`config.mk`:
```
export PLATFORM = sky130hd
export DESIGN_NAME = button_debouncer
export DESIGN_NICKNAME = d
export VERILOG_FILES = /design/src/rtl/button_debouncer_pkg.sv /design/src/rtl/debounce_channel.sv /design/src/rtl/button_debouncer.sv
export SDC_FILE = /design/constraint.sdc
export NUM_CORES = 1
export LEC_CHECK = 0
export ABC_AREA = 1
export CAP_MARGIN = 25
export CORE_MARGIN = 2
export CORE_UTILIZATION = 35
export DETAILED_ROUTE_END_ITERATION = 8
export PLACE_DENSITY = 0.6
export SLEW_MARGIN = 0
export SYNTH_ARGS = -nofsm -noshare
export SYNTH_HDL_FRONTEND = slang
export SYNTH_SLANG_ARGS = --single-unit
```
`constraint.sdc`:
```
create_clock -name clk -period 2.18 [get_ports clk]
set_clock_uncertainty 0.05 [all_clocks]
set_input_delay 0.436 -clock clk [delete_from_list [all_inputs] [get_ports clk]]
set_output_delay 0.436 -clock clk [all_outputs]
set_load 0.01 [all_outputs]
```
`src/rtl/button_debouncer_pkg.sv`:
```
// Shared definitions for the push-button front end: hold FSM encodings and
// elaboration-time sizing helpers.
package button_debouncer_pkg;

  localparam logic [1:0] ST_IDLE    = 2'd0;
  localparam logic [1:0] ST_PRESSED = 2'd1;
  localparam logic [1:0] ST_LONG    = 2'd2;

  // Bits needed to hold values 0..v-1; never less than one bit.
  function automatic int clog2(input int v);
    int r;
    r = 0;
    for (int i = 0; i < 31; i++) begin
      if ((1 << i) < v) r = i + 1;
    end
    return (r < 1) ? 1 : r;
  endfunction

  function automatic int max2(input int a, input int b);
    return (a > b) ? a : b;
  endfunction

endpackage

```
`src/rtl/debounce_channel.sv`:
```
// Single button: 2-flop synchroniser, stable-count debounce, hold/repeat timing.
// Latency pin->level 2+STABLE_CYCLES; no backpressure, strobes are one cycle wide.
module debounce_channel
  import button_debouncer_pkg::*;
#(
  parameter int STABLE_CYCLES = 1000000,
  parameter int HOLD_CYCLES   = 100000000,
  parameter int REPEAT_CYCLES = 20000000
) (
  input  logic clk,
  input  logic rst,
  input  logic din,
  output logic level,
  output logic press_p,
  output logic release_p,
  output logic long_p,
  output logic repeat_p
);

  localparam int SC_W = clog2(STABLE_CYCLES + 1);
  localparam int HC_W = clog2(max2(HOLD_CYCLES, REPEAT_CYCLES) + 1);
  localparam logic [SC_W-1:0] SC_LAST   = SC_W'(STABLE_CYCLES - 1);
  localparam logic [HC_W-1:0] HOLD_LAST = HC_W'(HOLD_CYCLES - 1);
  localparam logic [HC_W-1:0] RPT_LAST  = HC_W'((REPEAT_CYCLES > 0) ? REPEAT_CYCLES - 1 : 0);
  localparam bit              RPT_EN    = (REPEAT_CYCLES > 0);

  logic            s1;
  logic            s2;
  logic [SC_W-1:0] sc;
  logic [HC_W-1:0] hc;
  logic [1:0]      state;
  logic            differ;
  logic            flip;
  logic            rise;
  logic            fall;

  assign differ = (s2 != level);
  assign flip   = differ && (sc == SC_LAST);
  assign rise   = flip && !level;
  assign fall   = flip && level;

  always_ff @(posedge clk) begin
    if (rst) begin
      s1        <= 1'b0;
      s2        <= 1'b0;
      sc        <= '0;
      level     <= 1'b0;
      press_p   <= 1'b0;
      release_p <= 1'b0;
      long_p    <= 1'b0;
      repeat_p  <= 1'b0;
      hc        <= '0;
      state     <= ST_IDLE;
    end else begin
      s1        <= din;
      s2        <= s1;
      press_p   <= rise;
      release_p <= fall;
      long_p    <= 1'b0;
      repeat_p  <= 1'b0;

      // Any sample matching the current level throws away accumulated credit.
      if (!differ) begin
        sc <= '0;
      end else if (flip) begin
        sc    <= '0;
        level <= ~level;
      end else begin
        sc <= sc + 1'b1;
      end

      // A debounced release overrides any long/repeat due on the same edge.
      if (fall) begin
        state <= ST_IDLE;
        hc    <= '0;
      end else begin
        case (state)
          ST_IDLE: begin
            if (rise) begin
              state <= ST_PRESSED;
              hc    <= '0;
            end
          end
          ST_PRESSED: begin
            if (hc == HOLD_LAST) begin
              long_p <= 1'b1;
              hc     <= '0;
              state  <= ST_LONG;
            end else begin
              hc <= hc + 1'b1;
            end
          end
          ST_LONG: begin
            if (RPT_EN) begin
              if (hc == RPT_LAST) begin
                repeat_p <= 1'b1;
                hc       <= '0;
              end else begin
                hc <= hc + 1'b1;
              end
            end
          end
          default: begin
            state <= ST_IDLE;
            hc    <= '0;
          end
        endcase
      end
    end
  end

endmodule

```
`src/rtl/button_debouncer.sv`:
```
// N-channel button front end: polarity normalisation then one debouncer per pin.
// Latency pin->press_p 2+STABLE_CYCLES; no backpressure, all channels independent.
module button_debouncer
  import button_debouncer_pkg::*;
#(
  parameter int N_CH          = 5,
  parameter int STABLE_CYCLES = 1000000,
  parameter int HOLD_CYCLES   = 100000000,
  parameter int REPEAT_CYCLES = 20000000,
  parameter int ACTIVE_LOW    = 0
) (
  input  logic            clk,
  input  logic            rst,
  input  logic [N_CH-1:0] btn_raw,
  output logic [N_CH-1:0] btn_level,
  output logic [N_CH-1:0] press_p,
  output logic [N_CH-1:0] release_p,
  output logic [N_CH-1:0] long_p,
  output logic [N_CH-1:0] repeat_p
);

  localparam logic POL = (ACTIVE_LOW != 0);

  logic [N_CH-1:0] btn_pol;

  // Inverted ahead of the synchroniser so its reset value means "not pressed".
  assign btn_pol = btn_raw ^ {N_CH{POL}};

  for (genvar i = 0; i < N_CH; i++) begin : g_ch
    debounce_channel #(
      .STABLE_CYCLES (STABLE_CYCLES),
      .HOLD_CYCLES   (HOLD_CYCLES),
      .REPEAT_CYCLES (REPEAT_CYCLES)
    ) u_ch (
      .clk       (clk),
      .rst       (rst),
      .din       (btn_pol[i]),
      .level     (btn_level[i]),
      .press_p   (press_p[i]),
      .release_p (release_p[i]),
      .long_p    (long_p[i]),
      .repeat_p  (repeat_p[i])
    );
  end

endmodule

```
### After elaboration in Yosys (flattened, before gate mapping)

Cells that the tools add are included.

| word-level totals | value |
|---|---|
| register bits | 280 |
| input bits | 7 |
| output and inout port bits | 25 |
| logic and storage cells | 220 |

| operators by class | value |
|---|---|
| add/sub/neg operators | 10 |
| eq/ne operators | 40 |
| multiplexer cells | 45 |
| bitwise gates (word level) | 20 |
| reductions and logical operators | 55 |

Operators with widths:

| cell | number |
|---|---|
| 27-bit two-way mux | 15 |
| 27-bit case mux with 3 select lines | 5 |
| 27-bit by 1-bit adder with 27-bit output, second input constant | 5 |
| 27-bit by 25-bit equality test with 1-bit output, second input constant | 5 |
| 27-bit equality test, second input constant | 5 |
| 20-bit by 1-bit adder with 20-bit output, second input constant | 5 |
| 20-bit equality test, second input constant | 5 |
| 3-bit OR reduction | 15 |
| 2-bit case mux with 3 select lines | 5 |
| 2-bit two-way mux | 10 |
| 2-bit by 1-bit != test with 1-bit output, second input constant | 10 |
| 1-bit inverter | 20 |
| 1-bit logical AND | 15 |
| 3-bit AND reduction | 5 |
| 2-bit by 1-bit equality test with 1-bit output, second input constant | 5 |
| 2-bit equality test, second input constant | 5 |
| 2-bit zero test | 5 |
| 1-bit two-way mux | 10 |
| 2-bit AND reduction | 5 |
| 2-bit OR reduction | 5 |
| 1-bit zero test | 5 |
| 1-bit != test | 5 |

### Logic depth before layout (Yosys ltp)

| logic depth | value |
|---|---|
| depth after elaboration | 5 |
| mapped depth | 12 |
| gate-level depth less buffers | 12 |

### Cells and area by module

From an unflattened synthesis, not the netlist that was laid out.

| unflattened totals | value |
|---|---|
| cell total of the unflattened synthesis | 2556 |
| area, all modules | 16419.5 um^2 |

Modules (own cells, without submodules):

| module | instances | cells each | area each (um^2) | sequential area each (um^2) |
|---|---|---|---|---|
| debounce_channel at g_ch[0].u_ch ... | 3 | 530 | 3334.4 | 1121.1 |
| debounce_channel at g_ch[1].u_ch | 1 | 481 | 3211.8 | 1121.1 |
| debounce_channel at g_ch[4].u_ch | 1 | 485 | 3204.3 | 1121.1 |

### Worst setup path after synthesis

Ideal clock, no wire load.

| timing | value |
|---|---|
| path kind | reg2reg |
| start point | reg g_ch[2].u_ch.hc[0] |
| end point | reg g_ch[2].u_ch.hc[10] |
| setup time | 118 ps |
| arrival time | 1523 ps |
| required time | 2012 ps |
| setup slack | 489 ps |
| cell stages (with the launch flop) | 13 |
| buffers on the path | 0 |
| period minus slack after synthesis | 1691 ps |
| cells stage by stage | dfxtp_1 > ha_1 > nand3_1 > inv_2 > nand2_4 > nor2_2 > nand2_1 > nand2_2 > nand2_4 > nand2_2 > nand2_4 > nand3_1 > nor2_1 |

| on the way | value |
|---|---|
| word-level cells in the longest chain between the ends | 3 |
| elaborated cells between the ends (all ways) | 6 |
| those cells by class | 1 x add/sub; 2 x eq/ne; 3 x mux |

Ends and longest elaborated chain:

| what | RTL line | source |
|---|---|---|
| start: declaration | debounce_channel.sv:30 | `logic [HC_W-1:0] hc;` |
| start signal: assignment | debounce_channel.sv:90 | `hc <= hc + 1'b1;` |
| start signal: assignment | debounce_channel.sv:99 | `hc <= hc + 1'b1;` |
| 27-bit by 1-bit adder with 27-bit output (tied with other cells) | debounce_channel.sv:90, debounce_channel.sv:99 |  |
| 27-bit two-way mux (on tied branches) | debounce_channel.sv:95, debounce_channel.sv:85 |  |
| 27-bit case mux with 3 select lines (*) | debounce_channel.sv:77 | `case (state)` |

Every way passes the cells marked *; elsewhere a longest branch is shown, timed or not.
A chain may end at the register's enable or synchronous reset.

### Final worst setup path

| timing | value |
|---|---|
| start point | reg g_ch[0].u_ch.level |
| end point | out btn_level[0] |

RTL lines:

| what | RTL line | source |
|---|---|---|
| start: declaration | debounce_channel.sv:13 | `output logic level,` |
| start signal: assignment | debounce_channel.sv:67 | `level <= ~level;` |
| end: declaration | button_debouncer.sv:15 | `output logic [N_CH-1:0] btn_level,` |

No word-level cell between the ends.

==> impl_metrics.csv <==
group,metric,value,unit
worst_setup_path,critical_path_buf_inv_count,1,
synth,synth_nets,2652,
worst_setup_path,worst_ep_required_time,1.69,ns
sta,slew_headroom,0.621,
worst_setup_path,cp_slowest_stage_delay,0.59,ns
place,io_buffer_count,31,
hold_path,min_from,"btn_raw[4]",
grt,antenna_found_initial,0,
place,detailed_place_hpwl,29.6,mm
sta,timing.final.hold_violations,0,
worst_setup_path,crit-reg2reg-launch,"g_ch[1].u_ch.sc[0]",
sta,fmax,0.482,GHz
layout,most_common_cell_after_layout_fill_and_taps_aside,"sky130_fd_sc_hd__nand2_1",
clocking,htree_num_levels,2,
synth,async_reset_ff_frac,0,
drt,wl,40.3,mm
run_status,run_status,"completed",
floorplan,fp.dieArea,49800,µm²
flow_run,max_cap_violations,0,
power_and_ir_drop,power_per_cell_area,607,nW/µm²
clocking,clk_transition_reported_paths,0.06,ns
grt,global_route_usage_over_all_layers,0.164,
layout,area_delta_synth_final,13.0,%
floorplan,boundaryPins,32,
worst_setup_path,cp_top_family,"buffers and inverters",
synth,synth-seq-cells,280,
layout,final_nets,2676,
synth,synth_top_cells_by_area,"sky130_fd_sc_hd__dfxtp_1 (33%), sky130_fd_sc_hd__nand2_1 (14%), sky130_fd_sc_hd__nor2_1 (8.9%), sky130_fd_sc_hd__nand3_1 (7.9%), sky130_fd_sc_hd__inv_1 (6.9%)",
layout,final_layout_size_suffix_gt1_frac,0.0891,
hold_path,min_delay_worst_endpoint,"g_ch[4].u_ch.s1",
synth,synthDominantCellAreaShare,0.333,
synth,netlist-cell-type-count,49,
synth,syn_avg_cell_area,6.42,µm²
worst_setup_path,setup.worst_path.start_class,"flop",
drt,detailedRoute.firstIterationViolations,1052,
clocking,clock-sinks,280,
clocking,cts_max_path_buffers,3,
sta,setup_viol,0,
clocking,tritoncts,"yes",
drt,drc,0,
sta,finalSetupTns,0,ns
power_and_ir_drop,seq_power_share,0.445,
worst_setup_path,ff2ff_path_depth,12,
drt,drt_pass1_iterations,5,
floorplan,die_w,223,µm
clocking,clk-insertion-delay-late,0.55,ns
power_and_ir_drop,switching_power_as_a_share_of_total_power,0.220,
grt,globalRouteOverflowTotal,0,
hold_path,hold_path_class,"in -> reg",
power_and_ir_drop,cellLeakagePower,7.17,nW
sta,worst_slew_pin_slew,0.567,ns
worst_setup_path,worst-path-max-fanout,5,
grt,grt_max_degree,24,
drt,average_vias_per_placed_instance,4.87,
synth,synth_area_leader_cell,"sky130_fd_sc_hd__dfxtp_1",
synth,synthesis.yosys.warnings,0,
place,gp_routability_congestion,0.914,
grt,grt_pass1_wl,69.7,mm
power_and_ir_drop,design_power_total,11.5,mW
synth,synth_edf_count,0,
power_and_ir_drop,power.share.clock,0.541,
power_and_ir_drop,power_frac_comb,0.014,
worst_setup_path,minimum_setup_slack_among_reg_to_reg_paths,0.17,ns
worst_setup_path,setup.worst_path.class,"reg -> out",
grt,grt_pass1_vias,15000,
synth,dominantRegCellSynth,"sky130_fd_sc_hd__dfxtp_1",
worst_setup_path,timing.rr.end,"g_ch[1].u_ch.hc[2]",
floorplan,start_util,0.354,
synth,synth.yosys.seq_area_share,0.333,
power_and_ir_drop,p_int,8.99,mW
drt,drt.antenna.violating_nets,0,
worst_setup_path,critical_path.slowest_cell,"sky130_fd_sc_hd__clkdlybuf4s50_1",
synth,syn-instance-count,2620,
worst_setup_path,crit_arrival,1.59,ns
sta,layout_worst_path_cycle_share,0.951,
sta,slew_violations,0,
floorplan,floorplan.core_area,47500,µm²
drt,vias,16000,
worst_setup_path,endpoint_kind,"output pin",
power_and_ir_drop,vdd.ir_drop.worst,443,µV
hold_path,worstHoldPathCells,3,
drt,detail_route.wl_per_cell,12.3,µm
floorplan,std_cell_rows,80,
clocking,cts.root.buffer_cell,"sky130_fd_sc_hd__clkbuf_16",
layout,most_frequent_cells_in_the_layout,"sky130_fd_sc_hd__nand2_1 (619), sky130_fd_sc_hd__nor2_1 (399), sky130_fd_sc_hd__inv_1 (307)",
worst_setup_path,cell_chain_critical_path,"clkdlybuf4s50_1",
floorplan,die_height,223,µm
power_and_ir_drop,net_switching_power_of_the_design,2.54,mW
sta,final_period_minus_worst_setup_slack,2.07,ns
synth,mappedNetlistArea,16800,µm²
layout,antenna_diode_count,0,
clocking,tritoncts.num_buffers,35,
final cells by class:
class / instances / area (µm²)
Tap cell: 615 / 769
Clock buffer: 40 / 926
Clock inverter: 24 / 318
Sequential cell: 280 / 5610
Timing Repair Buffer: 82 / 743
Inverter: 327 / 1230
Timing Repair inverter: 2 / 15.0
Fill cell: 4980 / 28500
Multi-Input combinational cell: 1916 / 9390
synth_stat cells, drive strengths merged (2+ instances only):
cell	n
o21bai	2
nand3b	12
and3	2
nand3	271
a31oi	3
o21a	3
nand4	72
o21ai	69
and2	2
clkbuf	19
a211oi	2
nor3b	15
xnor2	11
xor2	71
nor4	6
ha	25
dfxtp	280
buf	78
or2	9
nor3	93
nor2	438
nand2	655
inv	326
a21oi	153
through the flow:
stage	cells	worst slack, ns	instance area (µm²)	hold WS (ns)	util
3_3_place_gp	3215	0.0885	17600	0.344	0.371
2_1_floorplan	2620	0.489	16800	0.338	-
3_5_place_dp	3215	0.0808	17600	0.345	0.371
5_1_grt	3286	-0.00133	19000	0.361	0.400
4_1_cts	3279	0.0620	18900	0.324	0.397
6_report	3286	0.106	19000	0.353	0.400
worst max-delay path by stage:
stage / from / end / slack, ns / cells after the start
final: g_ch[0].u_ch.level / btn_level[0] / 0.11 / 1
after global routing: g_ch[1].u_ch.sc[0] / g_ch[1].u_ch.hc[24] / -0.001 / 12
after CTS: g_ch[0].u_ch.level / btn_level[0] / 0.06 / 1
after detailed placement: rst / g_ch[3].u_ch.hc[24] / 0.08 / 7
after global placement: rst / g_ch[3].u_ch.hc[1] / 0.09 / 7
after floorplan: g_ch[2].u_ch.hc[0] / g_ch[2].u_ch.hc[10] / 0.49 / 12
cells by family after synthesis:
family,synth area share
and+or+nand+nor,0.422
buffers and inverters,0.111
DFF,0.333
AOI/OAI and AO/OA,0.0724
xor gates and xnor gates,0.0427
adders and majority gates,0.0186
repair_timing:
item,CTS,global route
setup buffers,0,5
endpoints found under the setup margin,0,69
hold buffers,0,0
resized for setup,0,14
layer usage:
layer | vias to the layer above | share of wire | GRT usage
met5 | - | 0 | 0
met4 | 0 | 0.020 | 0.0504
met3 | 45 | 0.039 | 0.0241
met2 | 243 | 0.46 | 0.274
met1 | 7304 | 0.48 | 0.218
li1 | 8401 | - | -
flip-flops by register name, summed over array words and instances, names as in the netlist:
name and cells:
g_ch.u_ch.level 5, g_ch.u_ch.sc 100, g_ch.u_ch.press_p 5, g_ch.u_ch.repeat_p 5, g_ch.u_ch.s2 5, g_ch.u_ch.hc 135
g_ch.u_ch.release_p 5, g_ch.u_ch.long_p 5, g_ch.u_ch.s1 5, g_ch.u_ch.state 10
power groups by stage:
stage	Sequential, mW	Combinational, mW	Clock, mW
finish	5.13	0.159	6.24
global route	5.13	0.176	6.66
CTS	5.13	0.151	6.47
detailed placement	5.25	0.150	0
global placement	5.25	0.148	0
floorplan	5.25	0.0967	0
No activity file was read; power rests on OpenSTA's default activity.
